**src/rtl/store_pkg.sv**
```systemverilog
// Shared types and helpers for the store path (store_unit, store_fifo).
// STORE_SPLIT_EN (optional) enables boundary-crossing stores in store_unit.
package store_pkg;

    typedef enum logic [1:0] {
        SZ_B = 2'b00,
        SZ_H = 2'b01,
        SZ_W = 2'b10,
        SZ_D = 2'b11
    } size_e;

    typedef enum logic [1:0] {
        IDLE  = 2'd0,
        BEAT0 = 2'd1,
        BEAT1 = 2'd2
    } state_e;

    // Fields are sized for the widest legal configuration; narrower builds use the low bits.
    localparam int unsigned ENTRY_ADDR_W = 64;
    localparam int unsigned ENTRY_DATA_W = 64;

    typedef struct packed {
        logic [ENTRY_ADDR_W-1:0] addr;
        size_e                   size;
        logic [ENTRY_DATA_W-1:0] data;
    } entry_t;

    function automatic logic [7:0] lane_mask(input size_e sz);
        logic [7:0] m;
        case (sz)
            SZ_B:    m = 8'h01;
            SZ_H:    m = 8'h03;
            SZ_W:    m = 8'h0F;
            default: m = 8'hFF;
        endcase
        return m;
    endfunction

    function automatic logic [2:0] align_mask(input size_e sz);
        logic [2:0] m;
        case (sz)
            SZ_B:    m = 3'b000;
            SZ_H:    m = 3'b001;
            SZ_W:    m = 3'b011;
            default: m = 3'b111;
        endcase
        return m;
    endfunction

endpackage

```
**src/rtl/store_fifo.sv**
```systemverilog
// Generic DEPTH-entry synchronous FIFO with registered storage and occupancy count.
module store_fifo #(
    parameter int unsigned WIDTH = 8,
    parameter int unsigned DEPTH = 4
) (
    input  logic                       clk,
    input  logic                       rst_n,
    input  logic                       i_push,
    input  logic [WIDTH-1:0]           i_din,
    input  logic                       i_pop,
    output logic [WIDTH-1:0]           o_dout,
    output logic [$clog2(DEPTH):0]     o_count,
    output logic                       o_full,
    output logic                       o_empty
);

    localparam int unsigned PTR_W = $clog2(DEPTH);
    localparam int unsigned CNT_W = PTR_W + 1;

    logic [WIDTH-1:0] r_mem [DEPTH];
    logic [PTR_W-1:0] r_wr_ptr;
    logic [PTR_W-1:0] r_rd_ptr;
    logic [CNT_W-1:0] r_count;
    logic             w_push_ok;
    logic             w_pop_ok;

    assign o_full    = (r_count == CNT_W'(DEPTH));
    assign o_empty   = (r_count == '0);
    assign w_push_ok = i_push && !o_full;
    assign w_pop_ok  = i_pop && !o_empty;
    assign o_dout    = r_mem[r_rd_ptr];
    assign o_count   = r_count;

    always_ff @(posedge clk) begin
        if (w_push_ok) begin
            r_mem[r_wr_ptr] <= i_din;
        end
    end

    always_ff @(posedge clk or negedge rst_n) begin
        if (!rst_n) begin
            r_wr_ptr <= '0;
            r_rd_ptr <= '0;
            r_count  <= '0;
        end else begin
            if (w_push_ok) begin
                r_wr_ptr <= r_wr_ptr + 1'b1;
            end
            if (w_pop_ok) begin
                r_rd_ptr <= r_rd_ptr + 1'b1;
            end
            case ({w_push_ok, w_pop_ok})
                2'b10:   r_count <= r_count + 1'b1;
                2'b01:   r_count <= r_count - 1'b1;
                default: r_count <= r_count;
            endcase
        end
    end

endmodule

```
**src/rtl/store_unit.sv**
```systemverilog
// Store path: legality check, store buffer, byte-lane alignment and drain FSM to memory.
// Optional macro STORE_SPLIT_EN: misaligned stores allowed; boundary-crossing stores take two beats.
module store_unit
    import store_pkg::*;
#(
    parameter int unsigned XLEN   = 32,
    parameter int unsigned ADDR_W = 32,
    parameter int unsigned DEPTH  = 4
) (
    input  logic                      clk,
    input  logic                      rst_n,
    input  logic                      st_valid,
    output logic                      st_ready,
    input  logic [ADDR_W-1:0]         st_addr,
    input  logic [XLEN-1:0]           st_data,
    input  logic [1:0]                st_size,
    output logic                      st_err,
    output logic                      mem_req,
    input  logic                      mem_gnt,
    output logic [ADDR_W-1:0]         mem_addr,
    output logic [XLEN-1:0]           mem_wdata,
    output logic [XLEN/8-1:0]         mem_be,
    output logic [$clog2(DEPTH):0]    sb_count,
    output logic                      sb_empty
);

    localparam int unsigned NB    = XLEN / 8;
    localparam int unsigned OFF_W = $clog2(NB);
    localparam int unsigned CNT_W = $clog2(DEPTH) + 1;

    state_e               r_state;
    state_e               w_next;
    logic                 r_st_err;

    size_e                w_req_size;
    logic                 w_size_bad;
    logic                 w_misalign;
    logic                 w_illegal;
    logic                 w_accept;
    logic                 w_push;
    logic                 w_pop;
    entry_t               w_push_entry;

    logic [$bits(entry_t)-1:0] w_fifo_dout;
    logic                 w_fifo_full;
    logic                 w_fifo_empty;
    entry_t               w_head;

    logic [OFF_W-1:0]     w_off;
    logic [4:0]           w_bytes;
    logic [4:0]           w_span;
    logic                 w_cross;
    logic                 w_more;
    logic [7:0]           w_mask8;
    logic [NB-1:0]        w_mask;
    logic [2*NB-1:0]      w_be_wide;
    logic [XLEN-1:0]      w_data_m;
    logic [2*XLEN-1:0]    w_data_wide;
    logic [ADDR_W-1:0]    w_base;
    logic                 w_unused;

    assign st_ready = (sb_count != CNT_W'(DEPTH));
    assign st_err   = r_st_err;
    assign sb_empty = (sb_count == '0) && (r_state == IDLE);

    always_comb begin
        w_req_size = size_e'(st_size);
        w_size_bad = (w_req_size == SZ_D) && (XLEN == 32);
`ifdef STORE_SPLIT_EN
        w_misalign = 1'b0;
`else
        w_misalign = |(st_addr[2:0] & align_mask(w_req_size));
`endif
        w_illegal  = w_size_bad || w_misalign;
        w_accept   = st_valid && st_ready;
        w_push     = w_accept && !w_illegal;

        w_push_entry                   = '0;
        w_push_entry.addr[ADDR_W-1:0]  = st_addr;
        w_push_entry.size              = w_req_size;
        w_push_entry.data[XLEN-1:0]    = st_data;
    end

    always_ff @(posedge clk or negedge rst_n) begin
        if (!rst_n) begin
            r_st_err <= 1'b0;
        end else begin
            r_st_err <= w_accept && w_illegal;
        end
    end

    store_fifo #(
        .WIDTH ($bits(entry_t)),
        .DEPTH (DEPTH)
    ) u_fifo (
        .clk     (clk),
        .rst_n   (rst_n),
        .i_push  (w_push),
        .i_din   (w_push_entry),
        .i_pop   (w_pop),
        .o_dout  (w_fifo_dout),
        .o_count (sb_count),
        .o_full  (w_fifo_full),
        .o_empty (w_fifo_empty)
    );

    // Both beats come from one double-width shift: low half is beat 0, high half beat 1.
    always_comb begin
        w_head    = entry_t'(w_fifo_dout);
        w_off     = w_head.addr[OFF_W-1:0];
        w_bytes   = 5'd1 << w_head.size;
        w_span    = 5'(w_off) + w_bytes;
        w_cross   = (w_span > 5'(NB));
        w_mask8   = lane_mask(w_head.size);
        w_mask    = w_mask8[NB-1:0];

        w_be_wide          = '0;
        w_be_wide[NB-1:0]  = w_mask;
        w_be_wide          = w_be_wide << w_off;

        for (int unsigned i = 0; i < NB; i++) begin
            w_data_m[8*i +: 8] = w_mask[i] ? w_head.data[8*i +: 8] : 8'h00;
        end
        w_data_wide             = '0;
        w_data_wide[XLEN-1:0]   = w_data_m;
        w_data_wide             = w_data_wide << {w_off, 3'b000};

        w_base = {w_head.addr[ADDR_W-1:OFF_W], {OFF_W{1'b0}}};
    end

    // A push in the popping cycle refills the buffer, so stay in BEAT0 rather than idling.
    assign w_more = (sb_count > CNT_W'(1)) || w_push;

    always_ff @(posedge clk or negedge rst_n) begin
        if (!rst_n) begin
            r_state <= IDLE;
        end else begin
            r_state <= w_next;
        end
    end

    always_comb begin
        w_next    = r_state;
        w_pop     = 1'b0;
        mem_req   = 1'b0;
        mem_addr  = '0;
        mem_wdata = '0;
        mem_be    = '0;
        case (r_state)
            IDLE: begin
                if (!w_fifo_empty) begin
                    w_next = BEAT0;
                end
            end
            BEAT0: begin
                mem_req   = 1'b1;
                mem_addr  = w_base;
                mem_wdata = w_data_wide[XLEN-1:0];
                mem_be    = w_be_wide[NB-1:0];
                if (mem_gnt) begin
`ifdef STORE_SPLIT_EN
                    if (w_cross) begin
                        w_next = BEAT1;
                    end else begin
                        w_pop  = 1'b1;
                        w_next = w_more ? BEAT0 : IDLE;
                    end
`else
                    w_pop  = 1'b1;
                    w_next = w_more ? BEAT0 : IDLE;
`endif
                end
            end
`ifdef STORE_SPLIT_EN
            BEAT1: begin
                mem_req   = 1'b1;
                mem_addr  = w_base + ADDR_W'(NB);
                mem_wdata = w_data_wide[2*XLEN-1:XLEN];
                mem_be    = w_be_wide[2*NB-1:NB];
                if (mem_gnt) begin
                    w_pop  = 1'b1;
                    w_next = w_more ? BEAT0 : IDLE;
                end
            end
`endif
            default: begin
                w_next = IDLE;
            end
        endcase
    end

    assign w_unused = ^{w_head, w_cross, w_be_wide, w_data_wide, w_fifo_full};

endmodule

```
**config.mk**
```make
export PLATFORM = sky130hd
export DESIGN_NAME = store_unit
export DESIGN_NICKNAME = d
export VERILOG_FILES = /design/src/rtl/store_pkg.sv /design/src/rtl/store_fifo.sv /design/src/rtl/store_unit.sv
export SDC_FILE = /design/constraint.sdc
export NUM_CORES = 1
export LEC_CHECK = 0
export CAP_MARGIN = 20
export CORE_MARGIN = 2
export CORE_UTILIZATION = 55
export CTS_CLUSTER_DIAMETER = 100
export DETAILED_ROUTE_END_ITERATION = 12
export PLACE_DENSITY = 0.91
export SLEW_MARGIN = 20
export SYNTH_ARGS = -nofsm -noshare
export SYNTH_HDL_FRONTEND = slang
export SYNTH_SLANG_ARGS = --single-unit
```
**constraint.sdc**
```tcl
create_clock -name clk -period 3.7 [get_ports clk]
set_clock_uncertainty 0.15 [all_clocks]
set_input_delay 0.74 -clock clk [delete_from_list [all_inputs] [get_ports clk]]
set_output_delay 0.74 -clock clk [all_outputs]
set_load 0.005 [all_outputs]
```
# Word level (Yosys, flattened, before mapping)
# Memory sizes are Yosys's and may differ from the RTL's.
# Index checks and enable logic that the tools add are counted.
# classes
n_addsub,4
magnitude_cmp,1
eq_ne,12
shifts,2
muxes,19
n_bitwise,1
reduce_logical,18
# ops
operator,count
32-bit 2-to-1 mux,2
8-bit 2-to-1 mux,4
32-bit by 5-bit << shifter with 32-bit output,1
4-bit one-hot mux with 3 select lines,1
3-bit one-hot mux with 3 select lines,1
2-bit by 1-bit == test with 1-bit output (second input constant),4
2-bit == test (second input constant),4
1-bit logical AND,6
2-bit zero test,3
1-bit 2-to-1 mux,6
3-bit one-hot mux with 2 select lines,1
2-bit by 1-bit adder with 2-bit output (second input constant),2
2-bit 2-to-1 mux,2
4-bit 2-to-1 mux,1
2-bit inequality test (second input constant),2
2-bit one-hot mux with 2 select lines,1
4-bit by 2-bit << shifter with 4-bit output,1
3-bit by 1-bit adder with 3-bit output (second input constant),1
3-bit bitwise AND,1
3-bit == test (second input constant),1
3-bit by 1-bit > comparator with 1-bit output (second input constant),1
1-bit zero test,3
3-bit zero test,1
3-bit inequality test (second input constant),1
5 further kinds,6
# totals
reg_bits,10
mem_bits_rw,264
in_bits,70
output_inout_bits,75
word_cells,63
mem_count,1
# memory_table
memory,words,word_bits,rd,rd_ports_with_merged_regs,write_ports,line_no,text
u_fifo.r_mem,4,66,1,0,1,store_fifo.sv:20,logic [WIDTH-1:0] r_mem [DEPTH];

# Depth between registers and ports, before layout
# Gate-level depths: netlist of the first run.
# logic_depth
depth_word,11
mapped_depth,10
ltp_nobuf,10

# Modules after synthesis
# A second synthesis of the first run with hierarchy kept.
# hier_totals
hier_cells,890
area_unflattened_um2,20300.7
# by_module_without_submodules
mod,n_inst,cells_per_inst,area_per_inst_um2,seq_area_each_um2
store_fifo,1,717,19167.1,15790.1
store_unit,1,173,1133.6,50.0

# Worst setup path after synthesis of the first run
# Ideal clock, no wire load.
# synth_path
path_type,input -> register
from,input port st_size[0]
to,memory u_fifo.r_mem[2][0] in the netlist's numbering (enable)
setup_time_ns,0.431
arrival_ns,2.975
required_ns,3.119
setup_slack_ns,0.144
path_stages,4
path_buffers,0
cell_sequence,o21a_1 > o22a_1 > nor2_1 > and2_1
# synth_between
elab_chain_cells,10
word_cells_on_any_way,13
classes_between,3 x eq/ne; 3 x mux; 1 x bitwise; 6 x reduce/logical
# synth_lines
item,line_no,text
start: declaration,store_unit.sv:16,"input logic [1:0] st_size,"
2-bit == test (tied with other cells),store_pkg.sv:41,case (sz)
3-bit one-hot mux with 3 select lines,store_pkg.sv:41,
3-bit bitwise AND,store_unit.sv:72,w_misalign = |(st_addr[2:0] & align_mask(w_req_size));
3-bit OR reduction,store_unit.sv:72,
1-bit logical OR (*),store_unit.sv:74,w_illegal = w_size_bad || w_misalign;
1-bit zero test (*),store_unit.sv:76,w_push = w_accept && !w_illegal;
1-bit logical AND (*),store_unit.sv:76,
1-bit logical AND (*),store_fifo.sv:29,assign w_push_ok = i_push && !o_full;
1-bit 2-to-1 mux (*),store_fifo.sv:35,if (w_push_ok) begin
1-bit 2-to-1 mux (not written as such) (*),store_fifo.sv:36,r_mem[r_wr_ptr] <= i_din;
end: declaration,store_fifo.sv:20,
# Mark *: on every way between the ends. The rest lies on a longest branch, timed or not.

# Worst setup path after layout of the first run
# layout_path
from,register u_fifo.r_rd_ptr[0]
to,output port mem_wdata[26]
# layout_between
elab_chain_cells,6
word_cells_on_any_way,11
classes_between,2 x eq/ne; 1 x shift; 6 x mux; 1 x reduce/logical; 1 x memory
# layout_lines
item,line_no,text
start: declaration,store_fifo.sv:22,logic [PTR_W-1:0] r_rd_ptr;
start signal: assignment,store_fifo.sv:50,r_rd_ptr <= r_rd_ptr + 1'b1;
memory read 4 x 66 bit (*),-,
2-bit == test (tied with other cells),store_pkg.sv:30,case (sz)
4-bit one-hot mux with 3 select lines,store_pkg.sv:30,
8-bit 2-to-1 mux,store_unit.sv:122,w_data_m[8*i +: 8] = w_mask[i] ? w_head.data[8*i +: 8] : 8'h00;
32-bit by 5-bit << shifter with 32-bit output (*),store_unit.sv:126,"w_data_wide = w_data_wide << {w_off, 3'b000};"
32-bit 2-to-1 mux (*),store_unit.sv:149,case (r_state)
end: declaration,store_unit.sv:21,"output logic [XLEN-1:0] mem_wdata,"
# Marked as above.

==> results of run 1 <==
-- layout make-up --
type	instances	area share [%]
sequential	273	57.8
multi-input combinational	249	19.8
timing repair buffer	194	14.2
clock buffer	32	4.92
tap	265	2.35
clock inverter	17	0.772
inverter	6	0.160
-- flip-flops by register name, indices dropped and copies added, names as in the netlist --
| name | cells |
|---|---|
| r_state | 1 |
| st_err | 1 |
| u_fifo.o_count | 3 |
| u_fifo.r_mem | 264 |
| u_fifo.r_rd_ptr | 2 |
| u_fifo.r_wr_ptr | 2 |
-- cells in the mapped netlist, types with 6 or more instances --
cell / number / area [sq um]
dfrtp_1: 9 / 225
buf_4: 8 / 60.1
a211oi_1: 15 / 113
clkbuf_1: 7 / 26.3
nand3_1: 8 / 40.0
o21ai_0: 9 / 45.0
mux4_2: 66 / 1490
a22oi_1: 7 / 52.6
ha_1: 9 / 113
edfxtp_1: 264 / 7930
inv_1: 6 / 22.5
and2_1: 42 / 263
a21oi_1: 21 / 105
nand2_1: 7 / 26.3
nor2b_1: 25 / 156
nor2_1: 13 / 48.8
buf_2: 12 / 60.1
-- report_power, final --
group | total [mW] | switching, mW | internal [mW]
combinational | 5.05 | 2.31 | 2.74
clock | 2.47 | 1.06 | 1.40
sequential | 3.91 | 0.142 | 3.77
total | 11.4 | 3.51 | 7.91
-- what timing repair did --
| action | in CTS | in global routing |
|---|---|---|
| pin swaps | 8 | 6 |
| endpoints found under the setup margin | 66 | 58 |
| gates resized for setup | 38 | 38 |
| buffers inserted | 9 | 21 |
| cloned | 2 | 2 |
-- worst max-delay path: stages (launching register included) --
cell and delay, ns:
dfrtp_4 0.50, mux4_2 0.67, buf_8 0.22, nor2b_1 0.19, a211oi_1 0.09, a211oi_2 0.21, clkdlybuf4s50_1 0.53
-- metrics by stage --
stage,instances,setup WS [ns]
after detailed placement,953,0.154
after global routing,1036,-0.203
after floorplan,559,0.144
final,1036,-0.131
after global placement,953,0.149
after CTS,1013,-0.130
-- metal layers --
layer	vias up	GRT usage (%)	wire length, um
met1	3120	28.8	9280
met5	-	0	0
met4	0	5.44	388
met3	36	5.42	2050
li1	2629	-	-
met2	298	37.0	11800
-- final timing paths --
check / slack [ns] / from / end
max: -0.13 / u_fifo.r_rd_ptr[0] / mem_wdata[26]
min: 0.37 / rst_n / u_fifo.o_count[2]
max reg2reg: 1.18 / u_fifo.o_count[0] / u_fifo.r_mem[0][43]
min reg2reg: 0.41 / u_fifo.o_count[1] / u_fifo.o_count[1]
max in group asynchronous: 2.69 / rst_n / u_fifo.r_rd_ptr[0]
min in group clk: 0.41 / u_fifo.o_count[1] / u_fifo.o_count[1]
-- cell usage in the layout (no fill, tap or decap), drive strengths merged, types with 9 or more instances in the layout --
| cell | n |
|---|---|
| nor2b | 25 |
| clkbuf | 35 |
| dlygate4sd2 | 9 |
| clkdlybuf4s50 | 124 |
| clkinv | 14 |
| a21oi | 21 |
| buf | 52 |
| and2 | 42 |
| a211oi | 16 |
| o21ai | 10 |
| dfrtp | 9 |
| edfxtp | 264 |
| ha | 9 |
| nor2 | 15 |
| mux4 | 66 |
-- cells by family (layout without fill, tap and decap cells) --
| logic type | after synthesis | after routing | share of synthesized area, % |
|---|---|---|---|
| flops | 273 | 273 | 73.9 |
| simple gates | 101 | 104 | 5.23 |
| mux | 71 | 71 | 13.9 |
| compound gates | 57 | 57 | 3.36 |
| buf+inv | 40 | 249 | 2.07 |
| fa+ha+maj | 9 | 9 | 1.02 |
| xor+xnor | 6 | 6 | 0.476 |
| other cells | 1 | 2 | 0.0340 |
==> reports/metrics.yaml, run 1 <==
synthDistinctLibCells: 35
cellLeakagePower_nw: 4.78
overflow: 0
holdWs_ns: 0.367
synth-edff-count: 264
start_util_pct: 56.3
syn_inst: 558
ir_drop_v: 0.000531
coreArea_sq_um: 19600
wl_um: 23600
drt_iter0_markers: 453
status: "finished, violations left"
vias_per_cell: 5.87
worstPathRequired_ns: 2.81
firstDrtPassIters: 5
fin_ws_ns: -0.131
cts_inserted_buffers: 27
grt_pass1_vias: 6258
antenna_found_initial: 1
grt_usage_pct: 21.8
p_per_area_nw_per_um2: 810
power_mw: 11.4
synth_area_per_cell_sq_um: 19.8
die_w_um: 146
cts_tree: "done"
io-pin-count: 145
final-setup-viol-count: 6
clkSinkCount: 273
crit_path_max_fanout: 18
ys_seq_elements: 273
area_growth_syn_to_layout_pct: 27.8
maxSlewViolCount: 0
critPathLaunchType: "register"
ys_warn_count: 0
fp.dieH_um: 146
path_class: "reg2out"
drive_gt1_share_pct: 24.9
fin_crit_ns: 3.83
violations: "setup timing"
cts_root_buf: "clkbuf_16"
hold_viol: 0
finalNetCount: 830
io_buffers: 142
fmaxAchievable_mhz: 261
num-fill-cells: 1131
grt_pass1_wl_um: 35800
vias: 6083
multi_input_area_sq_um: 2790
grt_max_degree: 41
hold_path.class: "in2async"
synth.yosys.seq_area_share_pct: 73.9
synth_ff_type: "edfxtp_1"
die-area_sq_um: 21200
regArea_sq_um: 8160
drcViolationCount: 0
drt.antenna.violating_nets: 0
globalplace.congestion: 0.889
cts_hold_buf: 0
reg2regPathDepth: 7
final_util_pct: 72.0
maxCapViolCount: 0
cts_max_path_buffers: 3
postLayoutCellArea_sq_um: 14100
place_area_sq_um: 12900
synthArstFlopShare_pct: 3.30
endpoint_kind: "output pin"
clkLatencyLatePin_ns: 0.53
worstPathArrival_ns: 2.94
synth_area_sq_um: 11000
dpl.hpwl_um: 14600
finalCritPeriodShare_pct: 104
finalSetupTns_ns: -0.367
row_count: 51
wl_per_cell_um: 22.7
grt_setup_unrepaired: "true"
htreeDepth: 1
path_clk_slew_ns: 0.06
num_antenna_cells: 0
Power figures use the tool's default switching activity.
==> inputs of run 2 (changes only) <==
--- a/config.mk
+++ b/config.mk
@@ -7,10 +7,10 @@
 export LEC_CHECK = 0
 export CAP_MARGIN = 20
 export CORE_MARGIN = 2
-export CORE_UTILIZATION = 55
-export CTS_CLUSTER_DIAMETER = 100
+export CORE_UTILIZATION = 59
+export CTS_CLUSTER_DIAMETER = 120
 export DETAILED_ROUTE_END_ITERATION = 12
-export PLACE_DENSITY = 0.91
+export PLACE_DENSITY = 0.95
 export SLEW_MARGIN = 20
 export SYNTH_ARGS = -nofsm -noshare
 export SYNTH_HDL_FRONTEND = slang
==> constraint.sdc (replaced) <==
create_clock -name clk -period 4.9 [get_ports clk]
set_clock_uncertainty 0.15 [all_clocks]
set_input_delay 0.98 -clock clk [delete_from_list [all_inputs] [get_ports clk]]
set_output_delay 0.98 -clock clk [all_outputs]
set_load 0.005 [all_outputs]
==> reports/metrics.yaml, run 2 (synthesized netlist as in run 1, its figures left out) <==
status: "complete, no violations"
crit_path_max_fanout: 54
overflow: 0
pwr-share-clk_pct: 24.4
vias_per_cell: 6.05
path_clk_slew_ns: 0.06
finalCritPeriodShare_pct: 93.2
final_cell_mix: "264 x edfxtp_1, 142 x clkdlybuf4s50_1, 66 x mux4_2"
hold_depth: 2
placedCellCount: 906
vias: 5777
cts_inserted_buffers: 28
critPathLaunchType: "register"
finalNetCount: 781
cellLeakagePower_nw: 4.39
cts_tree: "done"
crit_buf_inv: 2
layout_commonest_cell: "edfxtp_1"
coreArea_sq_um: 18500
fmaxAchievable_mhz: 219
critPathSlowestCell: "buf_4"
wl_um: 23200
area_growth_syn_to_layout_pct: 22.1
cpLargestDelayFamily: "buffers and inverters"
globalplace.congestion: 0.878
path_class: "reg2out"
worstMarginPinSlew_ns: 1.03
reg2reg_to: "u_fifo.r_mem[3][58]"
r2r-start: "u_fifo.o_count[0]"
io_buffers: 142
postCtsResizedCells: 0
grt_pass1_wl_um: 34900
io-pin-count: 145
maxSlewViolCount: 0
drt.antenna.violating_nets: 0
grt_usage_pct: 23.6
clkSinkCount: 273
endpoint_kind: "output pin"
worstPathArrival_ns: 3.44
p_seq_share_pct: 36.6
maxCapViolCount: 0
drcViolationCount: 0
slew_headroom_pct: 31.6
dpl.hpwl_um: 13800
swShare_pct: 29.8
row_count: 50
cts_hold_buf: 0
grt_pass1_vias: 5989
worstPathRequired_ns: 3.77
crit_start: "u_fifo.r_rd_ptr[1]"
multi_input_area_sq_um: 2670
final-setup-viol-count: 0
num_antenna_cells: 0
min-delay-start: "u_fifo.o_count[1]"
htreeDepth: 1
largest_reg_flops: 264
reg2regPathDepth: 6
hold_path.class: "reg2reg"
crit_chain: "buf_4 > mux4_2 > nor2b_1 > a22oi_1 > a211oi_1 > clkdlybuf4s50_1"
r2r_slack_ns: 2.05
place_ws_ns: 0.905
place_area_sq_um: 12600
cts_root_buf: "clkbuf_16"
postLayoutCellArea_sq_um: 13500
fp.dieH_um: 141
ir_drop_v: 0.000417
clkLatencyLatePin_ns: 0.52
antenna_found_initial: 0
intPower_mw: 5.77
fin_ws_ns: 0.334
hold_path_end: "u_fifo.o_count[1]"
num-fill-cells: 1039
p_per_area_nw_per_um2: 610
grt_setup_unrepaired: "false"
grt_max_degree: 67
firstDrtPassIters: 5
die_w_um: 141
wl_per_cell_um: 24.3
start_util_pct: 59.6
cts_max_path_buffers: 3
drt_iter0_markers: 574
post-cts-setup-buffers: 0
fin_crit_ns: 4.57
final_cells: 955
regMostFlops: "u_fifo.r_mem"
hold_viol: 0
finalSetupTns_ns: 0
p_switching_mw: 2.45
p_comb_share_pct: 39.0
regArea_sq_um: 8160
drive_gt1_share_pct: 16.6
slowest_delay_ns: 0.68
die-area_sq_um: 19800
==> run 2: area by class of cell <==
cell class,count,share of cell area (%)
flip-flops and latches,273,60.6
multi-input cells,246,19.8
repair buffers,147,10.8
clock buffers,37,5.61
well taps,234,2.17
clock inverters,12,0.854
inverters,6,0.167
==> run 2: worst min-delay path: stages (launching register included) <==
cell     delay (ns)
dfrtp_1        0.39
nand2_1        0.07
o21ai_0        0.08
==> run 2: how the worst max path moves through the flow <==
stage,slack (ns),to,cells after the start
detailed placement,0.90,mem_wdata[29],6
global placement,0.96,mem_wdata[26],6
global route,0.15,mem_wdata[26],6
floorplan,1.10,u_fifo.r_mem[0][0],4
finish,0.33,mem_wdata[28],6
CTS,0.32,mem_wdata[29],6
==> run 2: stage by stage <==
stage,utilization (%),hold slack [ns],total power [mW]
after floorplan,-,0.364,4.87
after global placement,68.1,0.373,6.13
after detailed placement,68.1,0.415,6.23
after CTS,72.8,0.429,8.28
after global routing,72.8,0.450,8.58
final,72.8,0.432,8.22
==> run 2: power by group through the flow <==
stage / Sequential [mW] / Combinational (mW) / Clock, mW
2_1_floorplan: 2.96 / 1.90 / 0
3_5_place_dp: 3.05 / 3.18 / 0
3_3_place_gp: 3.02 / 3.11 / 0
4_1_cts: 3.01 / 3.22 / 2.04
6_report: 3.01 / 3.21 / 2.00
5_1_grt: 3.04 / 3.43 / 2.12
==> run 2: layer usage <==
layer | GRT usage (%) | share of wire [%] | vias up
li1 | - | - | 2522
met1 | 30.8 | 38 | 2931
met2 | 40.5 | 52 | 285
met3 | 5.47 | 8.0 | 39
met4 | 6.32 | 2.6 | 0
met5 | 0 | 0 | -
==> inputs of run 3 (changes only) <==
--- a/config.mk
+++ b/config.mk
@@ -7,10 +7,12 @@
 export LEC_CHECK = 0
 export CAP_MARGIN = 20
 export CORE_MARGIN = 2
-export CORE_UTILIZATION = 59
+export CORE_UTILIZATION = 60
+export CTS_BUF_LIST = sky130_fd_sc_hd__clkbuf_8
 export CTS_CLUSTER_DIAMETER = 120
 export DETAILED_ROUTE_END_ITERATION = 12
-export PLACE_DENSITY = 0.95
+export DONT_BUFFER_PORTS = 1
+export PLACE_DENSITY = 0.87
 export SLEW_MARGIN = 20
 export SYNTH_ARGS = -nofsm -noshare
 export SYNTH_HDL_FRONTEND = slang
==> reports/metrics.yaml, run 3 (synthesized netlist as in run 1, its figures left out) <==
status: "complete, no violations"
regMostFlops: "u_fifo.r_mem"
p_comb_share_pct: 32.4
area_growth_syn_to_layout_pct: 8.43
path_class: "reg2out"
swShare_pct: 32.5
grt_pass1_vias: 5582
crit_path_max_fanout: 53
start_util_pct: 61.2
maxSlewViolCount: 0
cts_max_path_buffers: 3
cts_tree: "done"
intPower_mw: 4.74
dpl.hpwl_um: 12800
coreArea_sq_um: 18000
worstPathArrival_ns: 3.26
postLayoutCellArea_sq_um: 12000
row_count: 49
fmaxAchievable_mhz: 228
slowest_delay_ns: 0.96
cpMostUsedCell: "a21oi_1"
finalSetupTns_ns: 0
cellLeakagePower_nw: 3.86
pwr-share-clk_pct: 24.8
overflow: 0
worstPathRequired_ns: 3.77
p_switching_mw: 2.29
endpoint_kind: "output pin"
final_cells: 835
cts_hold_buf: 1
cts_root_buf: "clkbuf_8"
maxCapViolCount: 0
grt_pass1_wl_um: 31700
regArea_sq_um: 8160
layout_commonest_cell: "edfxtp_1"
grt_setup_unrepaired: "false"
final-setup-viol-count: 0
largest_reg_flops: 264
ir_drop_v: 0.000374
vias: 5215
io_buffers: 0
grt_max_degree: 67
htreeDepth: 2
critPathLaunchType: "register"
multi_input_area_sq_um: 2670
drt_iter0_markers: 323
cpLargestDelayFamily: "multiplexers"
finalNetCount: 653
crit_start: "u_fifo.r_rd_ptr[0]"
p_seq_share_pct: 42.8
num-fill-cells: 1179
wl_um: 20800
postCtsResizedCells: 0
cts_inserted_buffers: 41
die-area_sq_um: 19500
hold_viol: 0
fp.dieH_um: 140
post-cts-setup-buffers: 0
clkLatencyLatePin_ns: 0.53
drcViolationCount: 0
crit_chain: "mux4_2 > nor2b_1 > a21oi_1 > a21oi_1"
r2r-start: "u_fifo.o_count[0]"
fin_crit_ns: 4.39
p_per_area_nw_per_um2: 587
die_w_um: 140
drive_gt1_share_pct: 22.4
io-pin-count: 145
worstMarginPinSlew_ns: 1.02
min-delay-start: "st_addr[4]"
finalCritPeriodShare_pct: 89.6
drt.antenna.violating_nets: 0
path_clk_slew_ns: 0.07
num_antenna_cells: 0
clkSinkCount: 273
vias_per_cell: 6.25
globalplace.congestion: 0.891
wl_per_cell_um: 24.9
final_cell_mix: "264 x edfxtp_1, 66 x mux4_2, 43 x clkbuf_8"
placedCellCount: 759
crit_buf_inv: 0
firstDrtPassIters: 5
grt_usage_pct: 21.7
place_area_sq_um: 11200
critPathSlowestCell: "mux4_2"
antenna_found_initial: 0
slew_headroom_pct: 32.2
hold_path.class: "in2reg"
==> run 3: changes by cell type in the layout (fill, tap and decap cells not counted), sizes merged <==
cell	change
dlygate4sd3	+1
inv	+7
clkdlybuf4s50	-142
clkbuf	+6
clkinv	+13
==> run 3: routing by layer <==
layer | track usage [%] | routed length (um) | up-vias
li1 | - | - | 2271
met1 | 28.0 | 7970 | 2663
met2 | 34.4 | 10200 | 250
met3 | 8.60 | 2240 | 31
met4 | 7.05 | 371 | 0
met5 | 0 | 0 | -
==> run 3: stage by stage <==
step           hold slack [ns]  util [%]  power, mW  worst slack [ns]
2_1_floorplan            0.364         -       4.87              1.10
3_5_place_dp             0.418      62.0       5.35              1.06
3_3_place_gp             0.394      62.0       5.30              1.06
5_1_grt                  0.358      66.4       7.40             0.300
6_report                 0.385      66.4       7.03             0.509
4_1_cts                  0.361      66.4       7.10             0.471
==> run 3: final timing paths <==
kind | endpoint | slack [ns] | cells after the start
worst max-delay path | mem_wdata[19] | 0.51 | 4
worst min-delay path | u_fifo.r_mem[3][38] | 0.39 | 0
worst max register to register | u_fifo.r_mem[1][21] | 1.98 | 6
worst min register to register | u_fifo.r_wr_ptr[1] | 0.44 | 1
max in group asynchronous | u_fifo.r_rd_ptr[1] | 3.60 | 1
min in group asynchronous | u_fifo.r_rd_ptr[0] | 0.67 | 1
==> run 3: worst reg2reg max path, delay by kind of cell, from the launching register on <==
| family | cells | cell delay (ns) |
|---|---|---|
| buffers and inverters | 1 | 0.11 |
| adders and majority gates | 1 | 0.24 |
| DFF | 1 | 0.45 |
| and+or+nand+nor | 4 | 1.56 |
==> run 3: area by class of cell <==
type / instances / share of cell area, %
multi-input cells: 246 / 22.3
flip-flops and latches: 273 / 68.2
clock buffers: 43 / 4.95
clock inverters: 32 / 1.59
repair buffers: 6 / 0.397
well taps: 229 / 2.39
inverters: 6 / 0.188
==> run 3: power groups by stage <==
| stage | sequential (mW) | combinational (mW) | clock, mW |
|---|---|---|---|
| 6_report | 3.01 | 2.27 | 1.75 |
| 4_1_cts | 3.01 | 2.30 | 1.78 |
| 2_1_floorplan | 2.96 | 1.90 | 0 |
| 3_5_place_dp | 3.06 | 2.29 | 0 |
| 3_3_place_gp | 3.04 | 2.26 | 0 |
| 5_1_grt | 3.04 | 2.48 | 1.88 |
